--- src/rtl/alu_operand_pkg.sv ---
// Shared definitions for the ALU operand select stages.
// State encoding and select-width helper.
package alu_operand_pkg;

  typedef enum logic [1:0] {
    ST_EMPTY = 2'd0,
    ST_ONE   = 2'd1,
    ST_FULL  = 2'd2
  } opState_e;

  function automatic int calcSelw(int n);
    return (n <= 2) ? 1 : $clog2(n);
  endfunction

endpackage

--- src/rtl/alu_operand_if.sv ---
// Producer/consumer bundle around the operand stage.
// The stage takes the slave side.
interface alu_operand_if
  import alu_operand_pkg::*;
#(
  parameter int WIDTH = 32,
  parameter int NSRC = 4,
  localparam int SELW = calcSelw(NSRC)
) ();

  logic [NSRC*WIDTH-1:0] src_flat;
  logic [SELW-1:0]       sel;
  logic                  in_valid;
  logic                  in_ready;
  logic                  flush;
  logic [WIDTH-1:0]      out_data;
  logic                  out_sel_err;
  logic                  out_valid;
  logic                  out_ready;

  modport master (
    output src_flat, sel, in_valid,
    output flush, out_ready,
    input  in_ready, out_data,
    input  out_sel_err, out_valid
  );

  modport slave (
    input  src_flat, sel, in_valid,
    input  flush, out_ready,
    output in_ready, out_data,
    output out_sel_err, out_valid
  );

endinterface

--- src/rtl/alu_operand_stage_mux.sv ---
// N-way operand select; out-of-range selects
// yield zero data with selErr set.
module operand_mux_n
  import alu_operand_pkg::*;
#(
  parameter int WIDTH = 32,
  parameter int NSRC = 4,
  localparam int SELW = calcSelw(NSRC)
) (
  input  logic [NSRC*WIDTH-1:0] srcFlat,
  input  logic [SELW-1:0]       sel,
  output logic [WIDTH-1:0]      data,
  output logic                  selErr
);

  always_comb begin
    data   = '0;
    selErr = 1'b1;
    for (int i = 0; i < NSRC; i++) begin
      if (sel == SELW'(i)) begin
        data   = srcFlat[i*WIDTH +: WIDTH];
        selErr = 1'b0;
      end
    end
  end

endmodule

--- src/rtl/alu_operand_stage.sv ---
// Registered operand select with a 2-entry
// skid buffer so the ALU can stall freely.
module alu_operand_stage
  import alu_operand_pkg::*;
#(
  parameter int WIDTH = 32,
  parameter int NSRC = 4
) (
  input logic           clk,
  input logic           reset,
  alu_operand_if.slave  bus
);

  opState_e         state;
  logic [WIDTH-1:0] mainData;
  logic [WIDTH-1:0] skidData;
  logic [WIDTH-1:0] muxData;
  logic             mainErr;
  logic             skidErr;
  logic             muxErr;
  logic             acc;
  logic             pop;

  operand_mux_n #(
    .WIDTH (WIDTH),
    .NSRC  (NSRC)
  ) uMux (
    .srcFlat (bus.src_flat),
    .sel     (bus.sel),
    .data    (muxData),
    .selErr  (muxErr)
  );

  // Handshake flags come only from registered state.
  assign bus.in_ready    = (state != ST_FULL);
  assign bus.out_valid   = (state != ST_EMPTY);
  assign bus.out_data    = mainData;
  assign bus.out_sel_err = mainErr;

  assign acc = bus.in_valid & bus.in_ready;
  assign pop = bus.out_valid & bus.out_ready;

  always_ff @(posedge clk or negedge reset) begin
    if (!reset) begin
      state    <= ST_EMPTY;
      mainData <= '0;
      mainErr  <= 1'b0;
      skidData <= '0;
      skidErr  <= 1'b0;
    end else if (bus.flush) begin
      state <= ST_EMPTY;
    end else begin
      unique case (state)
        ST_EMPTY: begin
          if (acc) begin
            mainData <= muxData;
            mainErr  <= muxErr;
            state    <= ST_ONE;
          end
        end
        ST_ONE: begin
          if (acc && pop) begin
            mainData <= muxData;
            mainErr  <= muxErr;
          end else if (acc) begin
            skidData <= muxData;
            skidErr  <= muxErr;
            state    <= ST_FULL;
          end else if (pop) begin
            state <= ST_EMPTY;
          end
        end
        ST_FULL: begin
          if (pop) begin
            mainData <= skidData;
            mainErr  <= skidErr;
            state    <= ST_ONE;
          end
        end
        default: state <= ST_EMPTY;
      endcase
    end
  end

endmodule

--- src/flat_wrapper.sv ---
// flat-port wrapper written by rule: the top's interface ports become plain ports
module alu_operand_stage_flat import alu_operand_pkg::*;
#(
  parameter int WIDTH = 32,
  parameter int NSRC = 4
)
  (clk, reset, bus_src_flat, bus_sel, bus_in_valid, bus_flush, bus_out_ready, bus_in_ready, bus_out_data, bus_out_sel_err, bus_out_valid);
  alu_operand_if #(.WIDTH(WIDTH), .NSRC(NSRC)) bus_i ();
  input logic clk;
  input logic reset;
  input wire logic [$bits(bus_i.src_flat)-1:0] bus_src_flat;
  input wire logic [$bits(bus_i.sel)-1:0] bus_sel;
  input wire logic [$bits(bus_i.in_valid)-1:0] bus_in_valid;
  input wire logic [$bits(bus_i.flush)-1:0] bus_flush;
  input wire logic [$bits(bus_i.out_ready)-1:0] bus_out_ready;
  output wire logic [$bits(bus_i.in_ready)-1:0] bus_in_ready;
  output wire logic [$bits(bus_i.out_data)-1:0] bus_out_data;
  output wire logic [$bits(bus_i.out_sel_err)-1:0] bus_out_sel_err;
  output wire logic [$bits(bus_i.out_valid)-1:0] bus_out_valid;
  assign bus_i.src_flat = bus_src_flat;
  assign bus_i.sel = bus_sel;
  assign bus_i.in_valid = bus_in_valid;
  assign bus_i.flush = bus_flush;
  assign bus_i.out_ready = bus_out_ready;
  assign bus_in_ready = bus_i.in_ready;
  assign bus_out_data = bus_i.out_data;
  assign bus_out_sel_err = bus_i.out_sel_err;
  assign bus_out_valid = bus_i.out_valid;
  alu_operand_stage #(.WIDTH(WIDTH), .NSRC(NSRC)) u_core (.clk(clk), .reset(reset), .bus(bus_i));
endmodule
--- config.mk ---
export PLATFORM = sky130hd
export DESIGN_NAME = alu_operand_stage_flat
export DESIGN_NICKNAME = d
export VERILOG_FILES = /design/src/rtl/alu_operand_pkg.sv /design/src/rtl/alu_operand_if.sv /design/src/rtl/alu_operand_stage_mux.sv /design/src/rtl/alu_operand_stage.sv /design/src/flat_wrapper.sv
export SDC_FILE = /design/constraint.sdc
export NUM_CORES = 1
export LEC_CHECK = 0
export ABC_CLOCK_PERIOD_IN_PS = 3170
export CORE_UTILIZATION = 48
export DETAILED_ROUTE_END_ITERATION = 8
export PLACE_DENSITY = 0.95
export REMOVE_ABC_BUFFERS = 1
export SYNTH_ARGS = -nofsm -noshare
export SYNTH_HDL_FRONTEND = slang
export SYNTH_SLANG_ARGS = --single-unit
--- constraint.sdc ---
create_clock -name clk -period 3.17 [get_ports clk]
set_input_delay 0.317 -clock clk [delete_from_list [all_inputs] [get_ports clk]]
set_output_delay 0.317 -clock clk [all_outputs]
set_load 0.01 [all_outputs]
==> run summary <==
Final Slew Violations = 0
clock-pin slew on the worst setup and hold paths = 0.08 ns
clk sinks = 68
synth unique cells = 30
Die X = 96.6 µm
cell leakage power = 0.00263 µW
synthesis-to-finish area growth = 44.6%
Final HPWL DP = 8770 µm
Detail Route Antenna Nets = 0
vias in the first global route = 4085
R2R Setup Slk = 1.12 ns
final setup fails = 0
family with the most delay on the worst path = buffers and inverters
synth warn = 0
Finished Cell Area = 6210 µm²
CP Cell Sequence = nor2b_4 > inv_4 > clkdlybuf4s50_1
non-filler cells, final = 681
RSZ-0062 raised after global routing = false
Worst EP required = 2.85 ns
layout cells sized above 1 = 12.0%
PortBufs = 169
P_sw = 858 µW
internal power = 2120 µW
CTS buffer count = 9
Largest stage delay, worst path = 0.57 ns
Clk pwr share = 28.8%
row count = 34
Clock H-tree levels = 3
mapped cell area = 4300 µm²
Final Wtd Congestion = 0.812
worst path bufs/invs = 2
worst slew pin tran = 0.781 ns
Tmin final = 2.31 ns
largest net degree at the start of global routing = 39
Overall Power = 2980 µW
Slew HR = 48.0%
Clk Latency, worst-skew pair = 0.34 ns
sequential power share = 41.0%
critical path launch point type = flip-flop
# IOs = 170
Avg Synthesized Cell Area = 10.4 µm²
WL/cell = 18.4 µm
buffers inserted by post-CTS timing repair = 0
Core ar. = 8680 µm²
Comb pwr share = 30.2%
initial antenna violation count = 0
Max Cap Viol = 0
Fin Hold WS = 0.416 ns
Die ar. = 9330 µm²
DRC violations left = 0
Reg-to-Reg End = u_core.bus.out_data[8]
Reg2Reg Depth = 5
maximum clock path buffer count = 2
initial DRC count = 258
first-pass GRT wire length = 19000 µm
status = complete, no violations
Hold Crit Class = input port to asynchronous set/reset pin
Starting Density = 49.5%
FILL cells = 647
critical path's slowest cell = clkdlybuf4s50_1
type of the worst setup path = flip-flop to output pin
GRT Total Usage = 27.2%
global route total overflow = 0
Crit Path Max Fanout = 21
Layout Nets = 703
placed cells = 664
placed inst area = 5960 µm²
switch share = 28.8%
detail-routed via count per cell = 5.78
Ant. Diodes = 0
fin crit share = 72.9%
worst IR drop on VDD = 0.255 mV
CTS tree = built
Die H = 96.6 µm
final WL = 12500 µm
post-synthesis sequential element count = 68
Setup Skew = 0.00953 ns
Hold Fails Final Rpt = 0
via count = 3939
crit end category = output pin
First-pass DRT Iterations = 4
worst path arrival time = 1.99 ns
fmax = 433 MHz
Worst R2R Start = u_core.state[0]
Final Core Density = 71.6%
Synth Instances = 413
sequential share of the synthesized area = 39.6%
power per cell area = 480 nW/µm²
root buf cell = clkbuf_8
[logic make-up (layout without fill, tap and decap cells)]
group                  after synthesis  after routing  synth area share [%]
muxes                              128            128                  30.8
and+or+nand+nor                     46             46                  5.04
DFF                                 68             68                  39.6
buffers and inverters               68            228                  8.39
AOI/OAI and AO/OA                  103            103                  16.2
[per-layer routing]
metal	up-vias	share of wire, %	global-route usage, %
met4	0	2.4	13.6
met5	-	0	0
met3	30	7.1	4.69
met1	1926	38	31.1
li1	1803	-	-
met2	180	53	48.6
[how the worst max path moves through the flow]
stage | startpoint | to | slack [ns] | cells after the start
after detailed placement | bus_out_ready | u_core.bus.out_data[14] | 0.90 | 6
after CTS | u_core.state[0] | bus_in_ready | 0.86 | 3
final | u_core.state[0] | bus_in_ready | 0.86 | 3
after global placement | bus_out_ready | u_core.bus.out_data[19] | 1.02 | 6
after global routing | u_core.state[1] | bus_in_ready | 0.77 | 3
after floorplan | u_core.state[1] | u_core.skidData[0] | -1.47 | 3
[Yosys cell counts (all sizes together)]
| library cell | number | share of area, % |
|---|---|---|
| buf | 29 | 4.9 |
| and3b | 1 | 0.20 |
| and2b | 1 | 0.17 |
| nor2 | 34 | 3.0 |
| nor3b | 1 | 0.17 |
| o31ai | 1 | 0.17 |
| o32a | 32 | 7.5 |
| mux2i | 96 | 22 |
| nand2 | 3 | 0.44 |
| a21oi | 35 | 4.3 |
| dfrtp | 68 | 40 |
| o21a | 1 | 0.17 |
| nand2b | 2 | 0.47 |
| mux2 | 32 | 8.4 |
| inv | 33 | 2.9 |
| clkbuf | 6 | 0.52 |
| or2 | 1 | 0.15 |
| o22a | 1 | 0.20 |
| nor3 | 1 | 0.12 |
| o21ai | 33 | 3.8 |
| nor2b | 2 | 0.29 |
[state kept, by name, summed over array words and instances (netlist names)]
name,cells
u_core.skidData,32
u_core.bus.out_data,32
u_core.skidErr,1
u_core.bus.out_sel_err,1
u_core.state,2
[final cells by class]
| cell class | instances | area (µm²) | share of cell area, % |
|---|---|---|---|
| tap | 108 | 135 | 2.18 |
| timing repair buffer | 179 | 1760 | 28.4 |
| clock buffer | 9 | 124 | 1.99 |
| multi-input combinational | 277 | 2250 | 36.2 |
| inverter | 33 | 126 | 2.03 |
| clock inverter | 7 | 115 | 1.85 |
| sequential | 68 | 1700 | 27.4 |
[power groups by stage]
stage	registers [µW]	logic, µW	clock network [µW]
floorplan	1240	365	0
global placement	1210	855	0
detailed placement	1230	901	0
CTS	1220	908	868
global route	1240	980	907
finish	1220	902	859
[worst register-to-register path, delay by kind of cell (launching register included)]
kind            cells  cell delay, ns
simple gates        3            1.01
flops               1            0.47
compound gates      1            0.35
buf+inv             1            0.11
[timing repair]
action	CTS	global route
hold buffers	1	0
endpoints found under the setup margin	0	0
resized for setup	0	0
endpoints found under the hold margin	13	0
[cell usage in the layout, fill, tap and decap left out, types with 2 or more instances in the layout]
master / netlist / layout
o21ai_0: 32 / 32
clkinv_2: 0 / 2
o32a_1: 32 / 32
mux2i_1: 96 / 96
clkinvlp_4: 0 / 2
bufinv_16: 0 / 3
buf_2: 10 / 3
clkdlybuf4s50_1: 0 / 165
clkbuf_8: 0 / 9
a21oi_1: 34 / 34
nand2_1: 2 / 2
inv_1: 32 / 32
buf_4: 12 / 9
nor2_1: 33 / 33
dfrtp_1: 68 / 68
mux2_2: 32 / 32
[stage by stage]
stage                     setup slack, ns  setup TNS (ns)
final                               0.860               0
after global routing                0.766               0
after CTS                           0.864               0
after detailed placement            0.903               0
after global placement               1.02               0
after floorplan                     -1.47          -48.41
(Power assumes the default switching activity.)
==> RTL edit: new RTL, same flow settings <==
`WIDTH` is set to 32 in 4 places; all go to 48.
--- a/src/rtl/alu_operand_if.sv
+++ b/src/rtl/alu_operand_if.sv
@@ -3,7 +3,7 @@
 interface alu_operand_if
   import alu_operand_pkg::*;
 #(
-  parameter int WIDTH = 32,
+  parameter int WIDTH = 48,
   parameter int NSRC = 4,
   localparam int SELW = calcSelw(NSRC)
 ) ();
--- a/src/rtl/alu_operand_stage_mux.sv
+++ b/src/rtl/alu_operand_stage_mux.sv
@@ -3,7 +3,7 @@
 module operand_mux_n
   import alu_operand_pkg::*;
 #(
-  parameter int WIDTH = 32,
+  parameter int WIDTH = 48,
   parameter int NSRC = 4,
   localparam int SELW = calcSelw(NSRC)
 ) (
--- a/src/rtl/alu_operand_stage.sv
+++ b/src/rtl/alu_operand_stage.sv
@@ -3,7 +3,7 @@
 module alu_operand_stage
   import alu_operand_pkg::*;
 #(
-  parameter int WIDTH = 32,
+  parameter int WIDTH = 48,
   parameter int NSRC = 4
 ) (
   input logic           clk,
--- a/src/flat_wrapper.sv
+++ b/src/flat_wrapper.sv
@@ -1,7 +1,7 @@
 // flat-port wrapper written by rule: the top's interface ports become plain ports
 module alu_operand_stage_flat import alu_operand_pkg::*;
 #(
-  parameter int WIDTH = 32,
+  parameter int WIDTH = 48,
   parameter int NSRC = 4
 )
   (clk, reset, bus_src_flat, bus_sel, bus_in_valid, bus_flush, bus_out_ready, bus_in_ready, bus_out_data, bus_out_sel_err, bus_out_valid);
Ports: changed (resized bus_out_data and bus_src_flat); port bits go from 170 to 250. The function was not compared with the original's and may differ.
==> RTL edit against the unedited design <==
Fmax is 7.8% higher. Routed wire length rose by 43%. Worst setup slack better by 0.17 ns. Synthesized area is 45% higher. Combinational power grew 47%. Total power grew 38%. Design area is 46% higher. Sequential cell count increased by 32. Critical path type is now flip-flop to flip-flop. Highest routed layer unchanged.
==> RTL edit: results (changes against the unedited design) <==
## Status
* result of the run: complete, no violations

## Final layout
* share of final layout cell area taken by non-clock buffers: 28.8%, +0.38 points
* number of non-clock buffers: 261, +46%
* ratio of cells with drive above 1 in the final layout: 10.3%, -1.8 points
* clk cell area share: 2.88%, -0.97 points
* number of inserted filler cells in the final layout: 918, +42%
* sequential share of cell area: 27.6%, +0.26 points
* number of clock-tree buffers in the layout: 11, +2
* area taken by multi-input logic gates: 0.00329 mm^2, +46%
* core occupancy in the finished layout: 71.7%, +0.14 points

## Pwr
* Tot Pwr: 4120 uW, +38%
* clk pwr: 994 uW, +16%
* Int Power: 2900 uW, +37%

## Worst setup path
* largest driver fanout on the critical path: 48, +130%
* crit path DAT: 2.36 ns, +0.37 ns
* Largest stage delay, worst path: 0.71 ns, +0.14 ns
* reg-to-reg setup timing slack: 1.03 ns, -0.09 ns
* worst setup path class: flip-flop to flip-flop
* end of the worst register-to-register path: u_core.bus.out_data[31]
* kind of cell adding the most delay to the critical path: simple AND/OR/NAND/NOR gates

## Synth
* top post-synthesis cells by area: dfrtp_1 40%, mux2i_1 23%, mux2_2 8.7%, o32a_1 7.7%, a21oi_1 4.0%
* top post-synthesis cells by count: 144 x mux2i_1, 100 x dfrtp_1, 50 x a21oi_1, 50 x nor2_1
* flop and latch count out of synthesis: 100, +47%

## Detailed routing
* met2 WL: 9.13 mm, +39%
* Total Wirelength: 17.9 mm, +43%
* met1 layer wirelength in the final routing: 7.10 mm, +50%
* met3 WL post-DR: 1.29 mm, +45%
* violation count after the first detailed-route iteration: 323, +25%
* router iterations before antenna repair: 5, +1

## Global route
* maximum number of pins on one net before global-route repair: 53, +36%
* routing usage on met3: 5.02%, +0.33 points
* via count of the first global-routing pass: 5888, +44%
* met1 track demand over resource: 31.9%, +0.78 points

## Clocking
* Post-CTS Hold Fix Bufs: 0, -1

## Placed design
* Post-Place Cell Area: 0.00879 mm^2, +47%
* placer's final routability congestion estimate: 0.754, -7.2%
* Setup WS pre-CTS: 0.918 ns, +0.0156 ns

## Timing
* clock skew: 0.0117 ns, +0.00215 ns

## RTL edit: changes by cell type in the layout (fill, tap and decap cells not counted), moves of 15 or more
| cell | delta |
|---|---|
| mux2i_1 | +48 |
| o32a_1 | +16 |
| dfrtp_1 | +32 |
| inv_1 | +15 |
| clkdlybuf4s50_1 | +80 |
| mux2_2 | +16 |
| nor2_1 | +16 |
| a21oi_1 | +16 |
## RTL edit: cell families (layout without fill, tap and decap cells)
logic type / count (synthesis) / in the layout / share of synthesized area (%)
AOI/OAI and AO/OA: 151 / 151 / 16.2
buffers and inverters: 101 / 324 / 7.40
DFF: 100 / 100 / 40.2
muxes: 192 / 192 / 31.9
and+or+nand+nor: 62 / 62 / 4.32
## RTL edit: per-stage QoR
stage / hold slack (ns) / cells
floorplan: 0.0214 / 553
global placement: 0.378 / 986
detailed placement: 0.378 / 986
CTS: 0.0191 / 1001
global route: 0.0522 / 1001
finish: 0.00429 / 1001
